## src/rtl/gen_sequencer_if.sv

```systemverilog
// Control/status bundle between a generation sequencer and its controller.
//   run, step, gen_period        : controller -> sequencer (run control and pacing)
//   rd_addr_up/c/dn              : sequencer -> prev_state read ports (above/centre/below)
//   wr_en, wr_addr               : sequencer -> current_state write port
//   commit, done                 : one-cycle pulse when a generation completes
//   busy, gen_count              : sequencer status
// Modports: master = controller side, slave = sequencer side.
interface gen_sequencer_if #(
    parameter int unsigned REGBITS = 3,
    parameter int unsigned PERW    = 16,
    parameter int unsigned GENW    = 16
);
    logic               run;
    logic               step;
    logic [PERW-1:0]    gen_period;
    logic [REGBITS-1:0] rd_addr_up;
    logic [REGBITS-1:0] rd_addr_c;
    logic [REGBITS-1:0] rd_addr_dn;
    logic               wr_en;
    logic [REGBITS-1:0] wr_addr;
    logic               commit;
    logic               done;
    logic               busy;
    logic [GENW-1:0]    gen_count;

    modport master (
        output run, step, gen_period,
        input  rd_addr_up, rd_addr_c, rd_addr_dn, wr_en, wr_addr, commit, done, busy, gen_count
    );

    modport slave (
        input  run, step, gen_period,
        output rd_addr_up, rd_addr_c, rd_addr_dn, wr_en, wr_addr, commit, done, busy, gen_count
    );
endinterface

```

## src/rtl/gen_sequencer.sv

```systemverilog
// Sequences one Game-of-Life generation over a ROWS-row board: scans rows one per cycle,
// drives the three toroidally-wrapped read addresses and the write strobe, then issues a
// one-cycle commit. Supports single-step and paced free-run.
// Ports:
//   ph1   : clock, all state updates on the rising edge
//   reset : asynchronous, active-high
//   bus   : gen_sequencer_if slave modport (run/step/gen_period in; addresses, strobes,
//           busy and gen_count out)
// All outputs are a pure decode of registered state, so there is no input-to-output path.
module gen_sequencer #(
    parameter int unsigned ROWS    = 8,
    parameter int unsigned REGBITS = 3,
    parameter int unsigned PERW    = 16,
    parameter int unsigned GENW    = 16
) (
    input logic            ph1,
    input logic            reset,
    gen_sequencer_if.slave bus
);

    typedef enum logic [1:0] {StIdle, StWait, StCompute, StCommit} state_e;

    localparam logic [REGBITS-1:0] LastRow = REGBITS'(ROWS - 1);

    state_e             state_q;
    logic [REGBITS-1:0] row_q;
    logic [PERW-1:0]    wcnt_q;
    logic [GENW-1:0]    gen_count_q;

    always_ff @(posedge ph1 or posedge reset) begin
        if (reset) begin
            state_q     <= StIdle;
            row_q       <= '0;
            wcnt_q      <= '0;
            gen_count_q <= '0;
        end else begin
            unique case (state_q)
                StIdle: begin
                    if (bus.step) begin
                        state_q <= StCompute;
                        row_q   <= '0;
                    end else if (bus.run) begin
                        if (bus.gen_period != '0) begin
                            state_q <= StWait;
                            wcnt_q  <= bus.gen_period - PERW'(1);
                        end else begin
                            state_q <= StCompute;
                            row_q   <= '0;
                        end
                    end
                end
                StWait: begin
                    if (!bus.run) begin
                        state_q <= StIdle;
                    end else if (wcnt_q == '0) begin
                        state_q <= StCompute;
                        row_q   <= '0;
                    end else begin
                        wcnt_q <= wcnt_q - PERW'(1);
                    end
                end
                StCompute: begin
                    // A started generation always runs to completion.
                    if (row_q == LastRow) begin
                        state_q <= StCommit;
                        row_q   <= '0;
                    end else begin
                        row_q <= row_q + REGBITS'(1);
                    end
                end
                StCommit: begin
                    gen_count_q <= gen_count_q + GENW'(1);
                    // Free-run continues with the current pacing; step is ignored here.
                    if (bus.run) begin
                        if (bus.gen_period != '0) begin
                            state_q <= StWait;
                            wcnt_q  <= bus.gen_period - PERW'(1);
                        end else begin
                            state_q <= StCompute;
                            row_q   <= '0;
                        end
                    end else begin
                        state_q <= StIdle;
                    end
                end
                default: state_q <= StIdle;
            endcase
        end
    end

    always_comb begin
        bus.rd_addr_up = '0;
        bus.rd_addr_c  = '0;
        bus.rd_addr_dn = '0;
        bus.wr_addr    = '0;
        bus.wr_en      = 1'b0;
        bus.busy       = (state_q != StIdle);
        bus.commit     = (state_q == StCommit);
        bus.done       = (state_q == StCommit);
        bus.gen_count  = gen_count_q;
        if (state_q == StCompute) begin
            bus.wr_en      = 1'b1;
            bus.rd_addr_c  = row_q;
            bus.wr_addr    = row_q;
            bus.rd_addr_up = (row_q == '0) ? LastRow : row_q - REGBITS'(1);
            bus.rd_addr_dn = (row_q == LastRow) ? '0 : row_q + REGBITS'(1);
        end
    end

endmodule

```

## src/flat_wrapper.sv

```systemverilog
// flat-port wrapper written by rule: the top's interface ports become plain ports
module gen_sequencer_flat 
#(
    parameter int unsigned ROWS    = 8,
    parameter int unsigned REGBITS = 3,
    parameter int unsigned PERW    = 16,
    parameter int unsigned GENW    = 16
)
  (ph1, reset, bus_run, bus_step, bus_gen_period, bus_rd_addr_up, bus_rd_addr_c, bus_rd_addr_dn, bus_wr_en, bus_wr_addr, bus_commit, bus_done, bus_busy, bus_gen_count);
  gen_sequencer_if #(.REGBITS(REGBITS), .PERW(PERW), .GENW(GENW)) bus_i ();
  input logic ph1;
  input logic reset;
  input wire logic [$bits(bus_i.run)-1:0] bus_run;
  input wire logic [$bits(bus_i.step)-1:0] bus_step;
  input wire logic [$bits(bus_i.gen_period)-1:0] bus_gen_period;
  output wire logic [$bits(bus_i.rd_addr_up)-1:0] bus_rd_addr_up;
  output wire logic [$bits(bus_i.rd_addr_c)-1:0] bus_rd_addr_c;
  output wire logic [$bits(bus_i.rd_addr_dn)-1:0] bus_rd_addr_dn;
  output wire logic [$bits(bus_i.wr_en)-1:0] bus_wr_en;
  output wire logic [$bits(bus_i.wr_addr)-1:0] bus_wr_addr;
  output wire logic [$bits(bus_i.commit)-1:0] bus_commit;
  output wire logic [$bits(bus_i.done)-1:0] bus_done;
  output wire logic [$bits(bus_i.busy)-1:0] bus_busy;
  output wire logic [$bits(bus_i.gen_count)-1:0] bus_gen_count;
  assign bus_i.run = bus_run;
  assign bus_i.step = bus_step;
  assign bus_i.gen_period = bus_gen_period;
  assign bus_rd_addr_up = bus_i.rd_addr_up;
  assign bus_rd_addr_c = bus_i.rd_addr_c;
  assign bus_rd_addr_dn = bus_i.rd_addr_dn;
  assign bus_wr_en = bus_i.wr_en;
  assign bus_wr_addr = bus_i.wr_addr;
  assign bus_commit = bus_i.commit;
  assign bus_done = bus_i.done;
  assign bus_busy = bus_i.busy;
  assign bus_gen_count = bus_i.gen_count;
  gen_sequencer #(.ROWS(ROWS), .REGBITS(REGBITS), .PERW(PERW), .GENW(GENW)) u_core (.ph1(ph1), .reset(reset), .bus(bus_i));
endmodule
```

## config.mk

```make
export PLATFORM = sky130hd
export DESIGN_NAME = gen_sequencer_flat
export DESIGN_NICKNAME = d
export VERILOG_FILES = /design/src/rtl/gen_sequencer_if.sv /design/src/rtl/gen_sequencer.sv /design/src/flat_wrapper.sv
export SDC_FILE = /design/constraint.sdc
export NUM_CORES = 1
export LEC_CHECK = 0
export CAP_MARGIN = 20
export CORE_UTILIZATION = 52
export DETAILED_ROUTE_END_ITERATION = 7
export PLACE_DENSITY = 0.91
export SLEW_MARGIN = 40
export SYNTH_ARGS = -nofsm -noshare
export SYNTH_HDL_FRONTEND = slang
export SYNTH_SLANG_ARGS = --single-unit
```

## constraint.sdc

```tcl
create_clock -name ph1 -period 3.2 [get_ports ph1]
set_input_delay 0.64 -clock ph1 [delete_from_list [all_inputs] [get_ports ph1]]
set_output_delay 0.64 -clock ph1 [all_outputs]
set_load 0.01 [all_outputs]
```

# Yosys cells after proc, flatten, opt, wreduce, memory -nomap -nowiden
# Index checks and enable logic that the tools add are counted.
# classes
n_addsub	5
eq_ne	11
n_mux	26
n_reduce_logical	9
# ops
cell	count
$mux 16	5
$pmux 16 s3	1
$sub 16x1->16 const B	2
$mux 3	10
$add 16x1->16 const B	1
$logic_not 16->1	1
$reduce_bool 16->1	1
$mux 2	7
$pmux 3 s4	1
$pmux 2 s4	1
$ne 2x2->1 const B	3
$eq 2x2->1 const B	2
$ne 2x1->1 const B	2
$reduce_and 4->1	1
$add 3x1->3 const B	1
$eq 3x3->1 const B	1
$logic_not 3->1	1
$ne 3x2->1 const B	1
$ne 3x3->1 const B	1
$reduce_and 3->1	1
$reduce_bool 3->1	1
$sub 3x1->3 const B	1
$eq 2x1->1 const B	1
$logic_not 2->1	1
other kinds (3)	3
# word_totals
ff_bits	37

# Longest topological paths before layout
# depth
ltp_word	5
mapped_depth	12

# Worst setup path before layout
# No wires, ideal clock.
# synth_path
path_kind	flip-flop to flip-flop
from	register u_core.state_q[1]
to	register u_core.wcnt_q[10]
setup_time_ps	123
t_arrival_ps	2824
path_slack_ps	254
stages_incl_launch_ff	12
path_buffers	3
synth_period_minus_slack_ps	2946
path_cell_list	dfrtp_1 buf_4 nand2b_4 clkbuf_1 clkbuf_1 mux2i_1 ha_1 o211ai_1 nand3b_4 a2111o_1 a2111o_1 o221a_2
# synth_via
elab_chain_len	3
# synth_lines
item	line	source
start, declared	gen_sequencer.sv:25	state_e state_q;
start signal, assigned	gen_sequencer.sv:32	state_q <= StIdle;
start signal, assigned	gen_sequencer.sv:40	state_q <= StCompute;
start signal, assigned	gen_sequencer.sv:44	state_q <= StWait;
$eq 2x1->1 (tied with other cells)	gen_sequencer.sv:37	unique case (state_q)
$ne 2x2->1 (no source line) / $reduce_bool 3->1 (equally long branches)	-	
$reduce_and 4->1 (no source line)	-	
end signal, assigned	gen_sequencer.sv:45	wcnt_q <= bus.gen_period - PERW'(1);
end signal, assigned	gen_sequencer.sv:59	wcnt_q <= wcnt_q - PERW'(1);
end signal, assigned	gen_sequencer.sv:77	wcnt_q <= bus.gen_period - PERW'(1);
end, declared	gen_sequencer.sv:27	logic [PERW-1:0] wcnt_q;
# Parallel ways exist; a longest one is shown, timed or not.
# A chain may end at the register's enable or synchronous reset.

# Final worst setup path
# layout_path
from	register u_core.row_q[0]
to	output bus_rd_addr_dn[0]
# layout_via
elab_chain_len	3
# layout_lines
item	line	source
start, declared	gen_sequencer.sv:26	logic [REGBITS-1:0] row_q;
start signal, assigned	gen_sequencer.sv:68	row_q <= row_q + REGBITS'(1);
$add 3x1->3 / $eq 3x3->1 (equally long branches)	gen_sequencer.sv:106	bus.rd_addr_dn = (row_q == LastRow) ? '0 : row_q + REGBITS'(1);
$mux 3 *	gen_sequencer.sv:106	
$mux 3 *	gen_sequencer.sv:101	if (state_q == StCompute) begin
end, declared	flat_wrapper.sv:18	output wire logic [$bits(bus_i.rd_addr_dn)-1:0] bus_rd_addr_dn;
# Mark *: on every way between the ends. The rest lies on a longest branch, timed or not.

==> results.md <==
- Syn Std Cell Area: 2540 um^2
- Sequential share of the synthesized area: between 30% and 40%
- Flip-flop and latch area: just over 900 um^2
- Global Route Usage Sum: 24.8%
- CTS H-tree lvls: 2
- Final setup margin: 0.439 ns
- Layout cell share with drive strength beyond 1: under 10%
- Gpl congestion: 0.860
- 1st-pass router iterations: 5
- Detailed Route WL: 5970 um
- Setup tns final: 0 ns
- Crit path time final: 2.76 ns
- Unique masters post-synth: 54
- Max_slew headroom: 64.4%
- Maximum clock rate: 0.362 GHz
- Synth warnings: 0
- Synth top area share: a little over a third
- Worst-path clk slew: around 0.080 ns
- Critical Path AT: between 2 and 2.5 ns
- Hold slack: roughly 0.48 ns
- Power per cell area: 755 nW/um^2
- Pre-CTS worst setup slack: around 0.24 ns
- MaxCap Viol Count: 0
- Avg Cell Area, Syn: 8.77 um^2
- Die ar.: approximately 5200 um^2
- Post-route insts no fill: 409
- Vias/cell: approximately 5.7
- CTS Buf Count: 5
- # clock sinks: 37
- Leak pwr: 1.41 nW
- Die W: 71.9 um
- Fillers: between 300 and 400
- Async S/R FF share, synth: 100%
- Slew Viols, Final: 0
- Die height: slightly above 70 um
- Total power: about 2.4 mW
- First-pass GRT wire length: 10100 um
- Overflow after GRT: 0
- Worst-path maximum fanout: 5
- Final Util: around 69%
- Design area: approximately 3200 um^2
- Mapped Cells: slightly below 300
- Dpl cells: roughly 400
- Total Nets Final: ~370
- Placed Instance Area: 3130 um^2
- Detail Placement HPWL: about 4300 um
- Number of global-route vias before repair: ~2300
- Worst skew pair latency: 0.30 ns
- Setup bufs post-CTS: 0
- Hold buffers post-CTS: 0
- Measured slew at the worst slew-check pin: between 0.5 and 0.6 ns
- Post-synth top area cell: dfrtp_1
- TritonCTS clock tree: yes
- Final Hold Fails: 0
- Outcome: finished, final reports clean
- CP endpoint kind: output pin
- Top-level port count: between 50 and 60
- RSZ-0062 raised after global routing: false
- Dominant synthesized flop cell: dfrtp_1
- Number of synthesized flops with an enable pin: 0
- Via count: between 2000 and 2500
- WS Path Type: register to output pin
- Area Overhead vs Synth: 27.5%
- Critical Path RT: approximately 2.6 ns
- Core Region: approximately 4700 um^2
- DR DRC count: 0
- CTS resizes: 0
- VDD IR max: 0.000462 V
- Initial antenna violation count: 0
- CTS Buffer Depth: 2
- Largest net degree at the start of global routing: 38
- Register bit total from synthesis: 37
- Avg WL per Cell: around 15 um
- Post-synth net total: 316
- # port buffers: slightly above 50
- # rows: 25
- Clk_skew: 0.00812 ns
- Final worst path period share: about 86%
- ANT cells: 0
- HP Class: register to register
- 1st-iter DRT viols: 251
- ANT nets after route: 0
- Root buffer cell: clkbuf_8
- Area of the multi-input gates: approximately 1500 um^2
- Area contributors post-synth: dfrtp_1, nor2_1, xnor2_1, nand2_1, mux2i_1
- Final setup viols: 0
- Critical path launch point type: register
- Initial Utilization: a little over half
-- cell usage in the layout (no fill, tap or decap), drive strengths merged, types with 8 or more instances in the layout --
master and count:
nand3 9, xnor2 11, buf 9, and2 13, nand2 23, clkdlybuf4s50 51
a21oi 14, inv 10, mux2i 9, nor3 15, o21ai 19, nor2 37
mux2 8, dfrtp 37
-- report_power, final --
| group | internal [mW] | switching [mW] |
|---|---|---|
| registers | 0.627 | 0.176 |
| logic | 0.635 | 0.593 |
| clock network | 0.233 | 0.185 |
| total | 1.50 | 0.954 |
-- synthesized netlist by cell type (3+ instances only) --
| library cell | count |
|---|---|
| o31ai_1 | 5 |
| a211oi_1 | 5 |
| dfrtp_1 | 37 |
| o21ai_0 | 15 |
| a21o_1 | 5 |
| buf_4 | 5 |
| nor2_1 | 37 |
| o21ai_1 | 4 |
| o22ai_1 | 3 |
| nand2_1 | 23 |
| nor3_1 | 15 |
| nand3b_1 | 4 |
| clkbuf_1 | 7 |
| inv_1 | 10 |
| xor2_1 | 6 |
| and2_1 | 12 |
| mux2i_1 | 8 |
| mux2_2 | 4 |
| ha_1 | 6 |
| nand3_1 | 9 |
| a31oi_1 | 4 |
| xnor2_1 | 11 |
| a21oi_1 | 14 |
-- registers in the layout, indices dropped and copies added (netlist names) --
signal	flops
u_core.row_q	3
u_core.state_q	2
u_core.bus.gen_count	16
u_core.wcnt_q	16
-- cells by family (layout without fill, tap and decap cells) --
kind of cell    Yosys count  in the layout  share of synthesized area, %
simple gates            122            122                          25.7
mux                      17             17                          7.87
buf+inv                  26             78                          5.02
compound gates           65             65                          16.2
fa+ha+maj                 6              6                          2.95
xor+xnor                 17             17                          5.85
flops                    37             37                          36.4
-- cell type report --
type                            instances  area share, %
Clock buffer                            5           2.12
Clock inverter                          3           1.43
Inverter                               10           1.16
Multi-Input combinational cell        227           45.9
Sequential cell                        37           28.5
Tap cell                               67           2.58
Timing Repair Buffer                   60           18.2
-- critical path, cell delays in order (launching register included) --
cell and delay [ns]:
dfrtp_1 0.44, ha_1 0.23, ha_1 0.20, nor3_1 0.34, clkdlybuf4s50_1 0.61
-- worst paths after layout --
path,slack [ns],from,cells after the start,end
min reg2reg,0.48,u_core.bus.gen_count[15],1,u_core.bus.gen_count[15]
max in group asynchronous,2.11,reset,3,u_core.wcnt_q[5]
min in group asynchronous,0.75,reset,3,u_core.bus.gen_count[1]
min,0.48,u_core.bus.gen_count[15],1,u_core.bus.gen_count[15]
max,0.44,u_core.row_q[0],4,bus_rd_addr_dn[0]
max reg2reg,0.54,u_core.state_q[0],8,u_core.wcnt_q[12]
-- routing by layer --
layer / vias to the layer above / track usage [%] / share of wire, %
met4: 0 / 7.41 / 1.2
met3: 9 / 5.00 / 4.6
li1: 1125 / - / -
met5: - / 0 / 0
met1: 1126 / 31.7 / 45
met2: 84 / 42.9 / 50
(Power assumes the default switching activity.)
